File: config.mk
export PLATFORM = sky130hd
export DESIGN_NAME = serial_adder
export DESIGN_NICKNAME = d
export VERILOG_FILES = /design/src/rtl/serial_adder.sv
export SDC_FILE = /design/constraint.sdc
export NUM_CORES = 1
export LEC_CHECK = 0
export BUFFER_PORTS_ARGS = -buffer_cell sky130_fd_sc_hd__buf_2
export CAP_MARGIN = 25
export CORE_MARGIN = 2
export CORE_UTILIZATION = 48
export DETAILED_ROUTE_END_ITERATION = 8
export HOLD_SLACK_MARGIN = 0.12
export PLACE_DENSITY = 0.82
export SYNTH_ARGS = -nofsm -noshare
export SYNTH_HDL_FRONTEND = slang
export SYNTH_SLANG_ARGS = --single-unit
File: constraint.sdc
create_clock -name clk -period 1.5 [get_ports clk]
set_input_delay 0.3 -clock clk [delete_from_list [all_inputs] [get_ports clk]]
set_output_delay 0.3 -clock clk [all_outputs]
set_load 0.02 [all_outputs]
File: src/rtl/serial_adder.sv
// Bit-serial adder: one BPC-bit adder slice reused over WIDTH/BPC cycles with a
// registered carry, wrapped in valid/ready handshakes on the operand and result sides.
module serial_adder #(
  parameter int WIDTH = 8,
  parameter int BPC   = 1
) (
  input  logic             clk,
  input  logic             reset,
  input  logic             in_valid,
  output logic             in_ready,
  input  logic [WIDTH-1:0] a,
  input  logic [WIDTH-1:0] b,
  input  logic             cin,
  output logic             out_valid,
  input  logic             out_ready,
  output logic [WIDTH-1:0] sum,
  output logic             cout,
  output logic             ovf,
  output logic             busy,
  output logic [1:0]       dbg_state
);

  localparam int N  = WIDTH / BPC;
  localparam int CW = (N > 1) ? $clog2(N) : 1;
  localparam logic [CW-1:0] LAST = CW'(N - 1);

  generate
    if (WIDTH < 2 || BPC < 1 || (WIDTH % BPC) != 0) begin : g_bad_params
      $error("serial_adder: WIDTH must be >= 2 and an integer multiple of BPC");
    end
  endgenerate

  // Handshake rules: a transfer happens on a rising edge where valid && ready.
  // in_ready is high only in IDLE, out_valid only in DONE; both are decoded
  // from the state register, so neither depends combinationally on an input.
  typedef enum logic [1:0] {
    IDLE = 2'd0,
    RUN  = 2'd1,
    DONE = 2'd2
  } state_t;

  state_t           state_q, state_d;
  logic [WIDTH-1:0] a_q, a_d, b_q, b_d, sum_q, sum_d;
  logic             carry_q, carry_d, cout_q, cout_d, ovf_q, ovf_d;
  logic [CW-1:0]    cnt_q, cnt_d;
  logic [BPC:0]     slice;
  logic [WIDTH+BPC-1:0] sum_ext;

  always_comb begin
    state_d = state_q;
    a_d     = a_q;
    b_d     = b_q;
    sum_d   = sum_q;
    carry_d = carry_q;
    cout_d  = cout_q;
    ovf_d   = ovf_q;
    cnt_d   = cnt_q;
    slice   = {1'b0, a_q[BPC-1:0]} + {1'b0, b_q[BPC-1:0]} + {{BPC{1'b0}}, carry_q};
    // New slice enters from the MSB side; after N steps slice 0 sits at the LSBs.
    sum_ext = {slice[BPC-1:0], sum_q} >> BPC;
    case (state_q)
      IDLE: begin
        if (in_valid) begin
          a_d     = a;
          b_d     = b;
          carry_d = cin;
          cnt_d   = '0;
          state_d = RUN;
        end
      end
      RUN: begin
        a_d     = a_q >> BPC;
        b_d     = b_q >> BPC;
        carry_d = slice[BPC];
        sum_d   = sum_ext[WIDTH-1:0];
        if (cnt_q == LAST) begin
          cout_d  = slice[BPC];
          // Carry into the MSB is recovered as a ^ b ^ s of that bit.
          ovf_d   = a_q[BPC-1] ^ b_q[BPC-1] ^ slice[BPC-1] ^ slice[BPC];
          state_d = DONE;
        end else begin
          cnt_d = cnt_q + CW'(1);
        end
      end
      DONE: begin
        if (out_ready) state_d = IDLE;
      end
      default: state_d = IDLE;
    endcase
  end

  always_ff @(posedge clk) begin
    if (reset) begin
      state_q <= IDLE;
      a_q     <= '0;
      b_q     <= '0;
      sum_q   <= '0;
      carry_q <= 1'b0;
      cout_q  <= 1'b0;
      ovf_q   <= 1'b0;
      cnt_q   <= '0;
    end else begin
      state_q <= state_d;
      a_q     <= a_d;
      b_q     <= b_d;
      sum_q   <= sum_d;
      carry_q <= carry_d;
      cout_q  <= cout_d;
      ovf_q   <= ovf_d;
      cnt_q   <= cnt_d;
    end
  end

  assign in_ready  = (state_q == IDLE);
  assign out_valid = (state_q == DONE);
  assign busy      = (state_q != IDLE);
  assign sum       = sum_q;
  assign cout      = cout_q;
  assign ovf       = ovf_q;
  assign dbg_state = state_q;

endmodule
# Yosys cells after proc, flatten, opt, wreduce, memory -nomap -nowiden
# Index checks and enable logic that the tools add are counted.
[word_totals]
register_bits = 32
out_inout_bits = 15
elab_cells = 41
[classes]
addsub = 3
eq_ne = 7
muxes = 13
bitwise = 3
reduce_logical = 7
[op_table]
columns = ["operator", "n"]
rows = [
  ["8-bit case mux with 2 select lines", 2],
  ["8-bit 2-to-1 mux", 2],
  ["2-bit 2-to-1 mux", 3],
  ["3-bit 2-to-1 mux", 2],
  ["2-bit != test (second input constant)", 3],
  ["2-bit case mux with 3 select lines", 1],
  ["3-bit case mux with 2 select lines", 1],
  ["3-bit AND reduction", 2],
  ["2-bit AND reduction", 2],
  ["2-bit nonzero test", 2],
  ["3-bit by 1-bit adder with 3-bit output (second input constant)", 1],
  ["3-bit == test (second input constant)", 1],
  ["1-bit XOR", 3],
  ["1-bit by 1-bit adder with 2-bit output", 1],
  ["2-bit by 1-bit adder with 2-bit output", 1],
  ["2-bit by 1-bit == test with 1-bit output (second input constant)", 1],
  ["2-bit == test (second input constant)", 1],
  ["2-bit logical NOT", 1],
  ["2-bit by 1-bit != test with 1-bit output (second input constant)", 1],
  ["1-bit case mux with 2 select lines", 1],
  ["1-bit 2-to-1 mux", 1],
]

# Longest topological paths before layout
[depth]
ltp_word = 4
mapped_depth = 6

# Worst setup path after synthesis
# OpenSTA, ideal clock, no wires.
[synth_timing]
kind = "register to output"
from = "register state_q[0], in the netlist dbg_state[0]"
to = "output port in_ready"
arrival_ns = 1.203
required_ns = 1.200
setup_slack_ns = -0.003
stages_incl_launch_ff = 5
n_path_buf = 2
cell_sequence = "dfxtp_1 buf_6 buf_4 or2_2 inv_1"
[synth_via]
elab_chain_cells = 1
[synth_rtl]
columns = ["item", "line_no", "text"]
rows = [
  ["start: declaration", "42", "state_t state_q, state_d;"],
  ["start signal: assignment", "103", "state_q <= state_d;"],
  ["2-bit logical NOT", "114", "assign in_ready = (state_q == IDLE);"],
  ["end: declaration", "10", "output logic in_ready,"],
]
# No other way between the ends.

# Worst setup path after layout
[layout_timing]
from = "register b_q[0]"
to = "register ovf_q, in the netlist ovf"
[layout_via]
elab_chain_cells = 4
elab_cells_between_ends = 5
[layout_rtl]
columns = ["item", "line_no", "text"]
rows = [
  ["start: declaration", "43", "logic [WIDTH-1:0] a_q, a_d, b_q, b_d, sum_q, sum_d;"],
  ["start signal: assignment", "96", "b_q <= '0;"],
  ["start signal: assignment", "105", "b_q <= b_d;"],
  ["1-bit by 1-bit adder with 2-bit output", "58", "slice = {1'b0, a_q[BPC-1:0]} + {1'b0, b_q[BPC-1:0]} + {{BPC{1'b0}}, carry_q};"],
  ["2-bit by 1-bit adder with 2-bit output", "58", ""],
  ["net slice[0]", "46", "logic [BPC:0] slice;"],
  ["1-bit XOR (2 in series)", "79", "ovf_d = a_q[BPC-1] ^ b_q[BPC-1] ^ slice[BPC-1] ^ slice[BPC];"],
  ["end signal: assignment", "109", "ovf_q <= ovf_d;"],
  ["end: declaration", "44", "logic carry_q, carry_d, cout_q, cout_d, ovf_q, ovf_d;"],
]
# The timed path passes the listed nets, and every way through them passes these cells.
# A chain may end at the register's enable or synchronous reset.

==> results.py <==
metrics = {
    "floorplanning": {
        "die_area_mm2": 0.00381,
        "num_rows": 20,
        "die_h_um": 61.8,
        "core_mm2": 0.00310,
        "die_width_um": 61.8,
        "start_util_pct": 51.6,
        "boundaryPins": 36,
    },
    "cts": {
        "ctsLongestPathBuffers": 2,
        "cts_tree": "done",
        "path_clk_slew_ns": 0.10,
        "numCtsBuffers": 5,
        "htreeDepth": 2,
        "clockRootBuffer": "clkbuf_4",
        "clkLatencyLatePin_ns": 0.36,
        "cts_sinks": 32,
    },
    "job": {
        "maxCapViolCount": 0,
    },
    "min_path": {
        "holdPathStages": 3,
        "hold_class": "in -> reg",
        "min_to": "dbg_state[1]$_SDFFE_PP0P_",
        "hp-start": "out_ready",
    },
    "finish": {
        "area_growth_pct": 19.5,
        "antenna_cells": 0,
        "final_nets": 220,
        "final_cells": 241,
        "drive_above_1_share_pct": 48.2,
    },
    "timing": {
        "fin_setup_tns_ns": 0,
        "relSlewSlack_pct": 75.1,
        "fin_crit_sh_pct": 96.5,
        "tightest_slew_ns": 0.374,
        "final.setup_skew_ns": 0.0178,
        "slew_violations": 0,
        "setup_violations": 0,
        "hold_viol_final": 0,
        "fmax_mhz": 691,
        "rsz0062_at_grt": "no",
        "period_minus_slack_ns": 1.45,
    },
    "detailed_routing": {
        "via_per_inst": 5.25,
        "routed_wl_um": 3310,
        "drt_iter0_markers": 36,
        "num_vias": 1266,
        "drt_drc_violations_left": 0,
        "drt-pass1-iter-count": 4,
        "ant_nets": 0,
        "wl_per_cell_um": 13.7,
    },
    "placement": {
        "gp_congestion": 0.693,
        "dp_cells": 230,
        "port_buffers": 35,
        "post-dp-hpwl_um": 2330,
    },
    "setup_path": {
        "critPathLaunchType": "flop",
        "cp-end-kind": "flop",
        "rr_startpoint": "b_q[0]$_SDFFE_PP0P_",
        "arrival_ns": 1.68,
        "worstReg2RegEnd": "ovf$_SDFFE_PP0P_",
        "worstSetupPathType": "reg -> reg",
        "reg2reg_slack_ns": 0.05,
        "critPathMaxFanout": 2,
        "crit_start": "b_q[0]$_SDFFE_PP0P_",
        "worst-r2r-cell-count": 4,
        "required_ns": 1.73,
    },
    "synth": {
        "synth_most_common_cell": "dfxtp_1",
        "synthesis.instances": 157,
        "yosysUniqueCellTypes": 33,
        "synth_area_leaders": "dfxtp_1 (40%), a211oi_2 (12%), mux2i_1 (10%)",
        "synth_seq_area_share_pct": 40.0,
        "synth-main-ff-cell": "dfxtp_1",
        "synth_area_mm2": 0.00160,
        "synthTopCellsByCount": "dfxtp_1 (32), nand2_1 (19), mux2i_1 (16)",
        "synthArstFlopShare_pct": 0,
        "synth_area_per_cell_um2": 10.2,
        "yosysTopAreaCell": "dfxtp_1",
        "ys_ff_latch": 32,
        "synth_top_cell_area_share_pct": 40.0,
        "synth_edf_count": 0,
        "syn_nets": 181,
        "synth-warning-count": 0,
    },
    "pwr": {
        "power.leakage_uw": 0.000775,
        "total_power_uw": 1980,
        "cellPowerDensity_mw_per_mm2": 1030,
        "clkPwrFrac_pct": 33.7,
        "pwr-share-seq_pct": 47.5,
        "p_switching_uw": 557,
        "comb_power_share_pct": 18.8,
        "peakVddDrop_v": 0.000638,
        "intPower_uw": 1420,
        "netSwitchingFraction_pct": 28.1,
    },
    "global_route": {
        "grt_max_degree": 31,
        "grt_pass1_vias": 1262,
        "overflow": 0,
        "grt_pass1_wl_um": 5290,
        "grt_antenna_before_repair": 0,
        "grt_usage_pct": 19.5,
    },
    "status": {
        "status": "finished, final reports clean",
    },
}
[registers in the layout, indices dropped and copies added, names as in the netlist]
signal	count
b_q	8
ovf	1
a_q	8
cout	1
dbg_state	2
sum	8
cnt_q	3
carry_q	1
[power groups by stage]
stage	clock, uW	combinational (uW)	sequential, uW
after global routing	707	405	947
after floorplan	0	291	959
after detailed placement	0	365	960
after CTS	671	369	940
after global placement	0	349	955
final	667	373	941
[layout by cell type, fill, tap and decap left out, drive strengths merged, types with 2 or more instances in the layout]
master and instances:
buf 45, dfxtp 32, nand2 19, nor2 17
mux2i 16, a211oi 15, a21oi 14, clkbuf 5
nand3b 3, xnor2 3, a31oi 3, nand4b 2
o21ai 2, nand3 2, inv 2, nor2b 2
ha 2
[cell families after synthesis]
kind of cell	Yosys count	synth area share [%]
XOR/XNOR	3	1.64
buffers and inverters	15	7.73
multiplexers	16	10.0
adder cells (fa/ha/maj)	3	2.81
AO/OA/AOI/OAI	37	20.5
AND/OR/NAND/NOR	51	17.3
flip-flops	32	40.0
[worst max-delay path: stages (launching register included)]
cell and delay (ns):
dfxtp_2 0.34, fa_1 0.58, xnor2_1 0.14, xnor2_1 0.15, a311oi_2 0.11
[worst max path at each step]
stage	depth (start not counted)	endpoint
6_report	4	ovf$_SDFFE_PP0P_
5_1_grt	4	ovf$_SDFFE_PP0P_
4_1_cts	4	ovf$_SDFFE_PP0P_
3_5_place_dp	4	ovf$_SDFFE_PP0P_
3_3_place_gp	4	ovf$_SDFFE_PP0P_
2_1_floorplan	4	in_ready
[what timing repair did]
| action | CTS | global route |
|---|---|---|
| setup buffers | 2 | 1 |
| endpoints found under the hold margin | 0 | 0 |
| resized for setup | 6 | 4 |
| hold buffers | 0 | 0 |
| setup endpoints to repair | 5 | 6 |
| pin swaps | 1 | 3 |
[per-layer routing]
| metal | GRT usage, % | wire length [um] | up-vias |
|---|---|---|---|
| met5 | 0 | 0 | - |
| met4 | 10.0 | 83 | 0 |
| met3 | 6.42 | 168 | 10 |
| met1 | 21.0 | 1350 | 591 |
| li1 | - | - | 624 |
| met2 | 34.1 | 1710 | 41 |
[layout make-up]
cell class / count / area, um^2
clock buffers: 5 / 37.5
clock inverters: 3 / 42.5
fillers: 263 / 1190
inverters: 2 / 7.51
multi-input cells: 110 / 845
flip-flops and latches: 32 / 649
well taps: 44 / 55.1
repair buffers: 45 / 278
[metrics by stage]
stage | utilization, % | hold WS (ns) | setup slack (ns) | area, um^2
floorplan | - | 0.365 | 0.0405 | 1600
global placement | 57.8 | 0.441 | 0.0697 | 1790
detailed placement | 57.8 | 0.451 | 0.0332 | 1790
CTS | 61.2 | 0.209 | 0.00211 | 1900
global route | 61.7 | 0.207 | 0.000109 | 1910
finish | 61.7 | 0.207 | 0.0526 | 1910
Note: power is estimated with default switching activity, not from simulation.
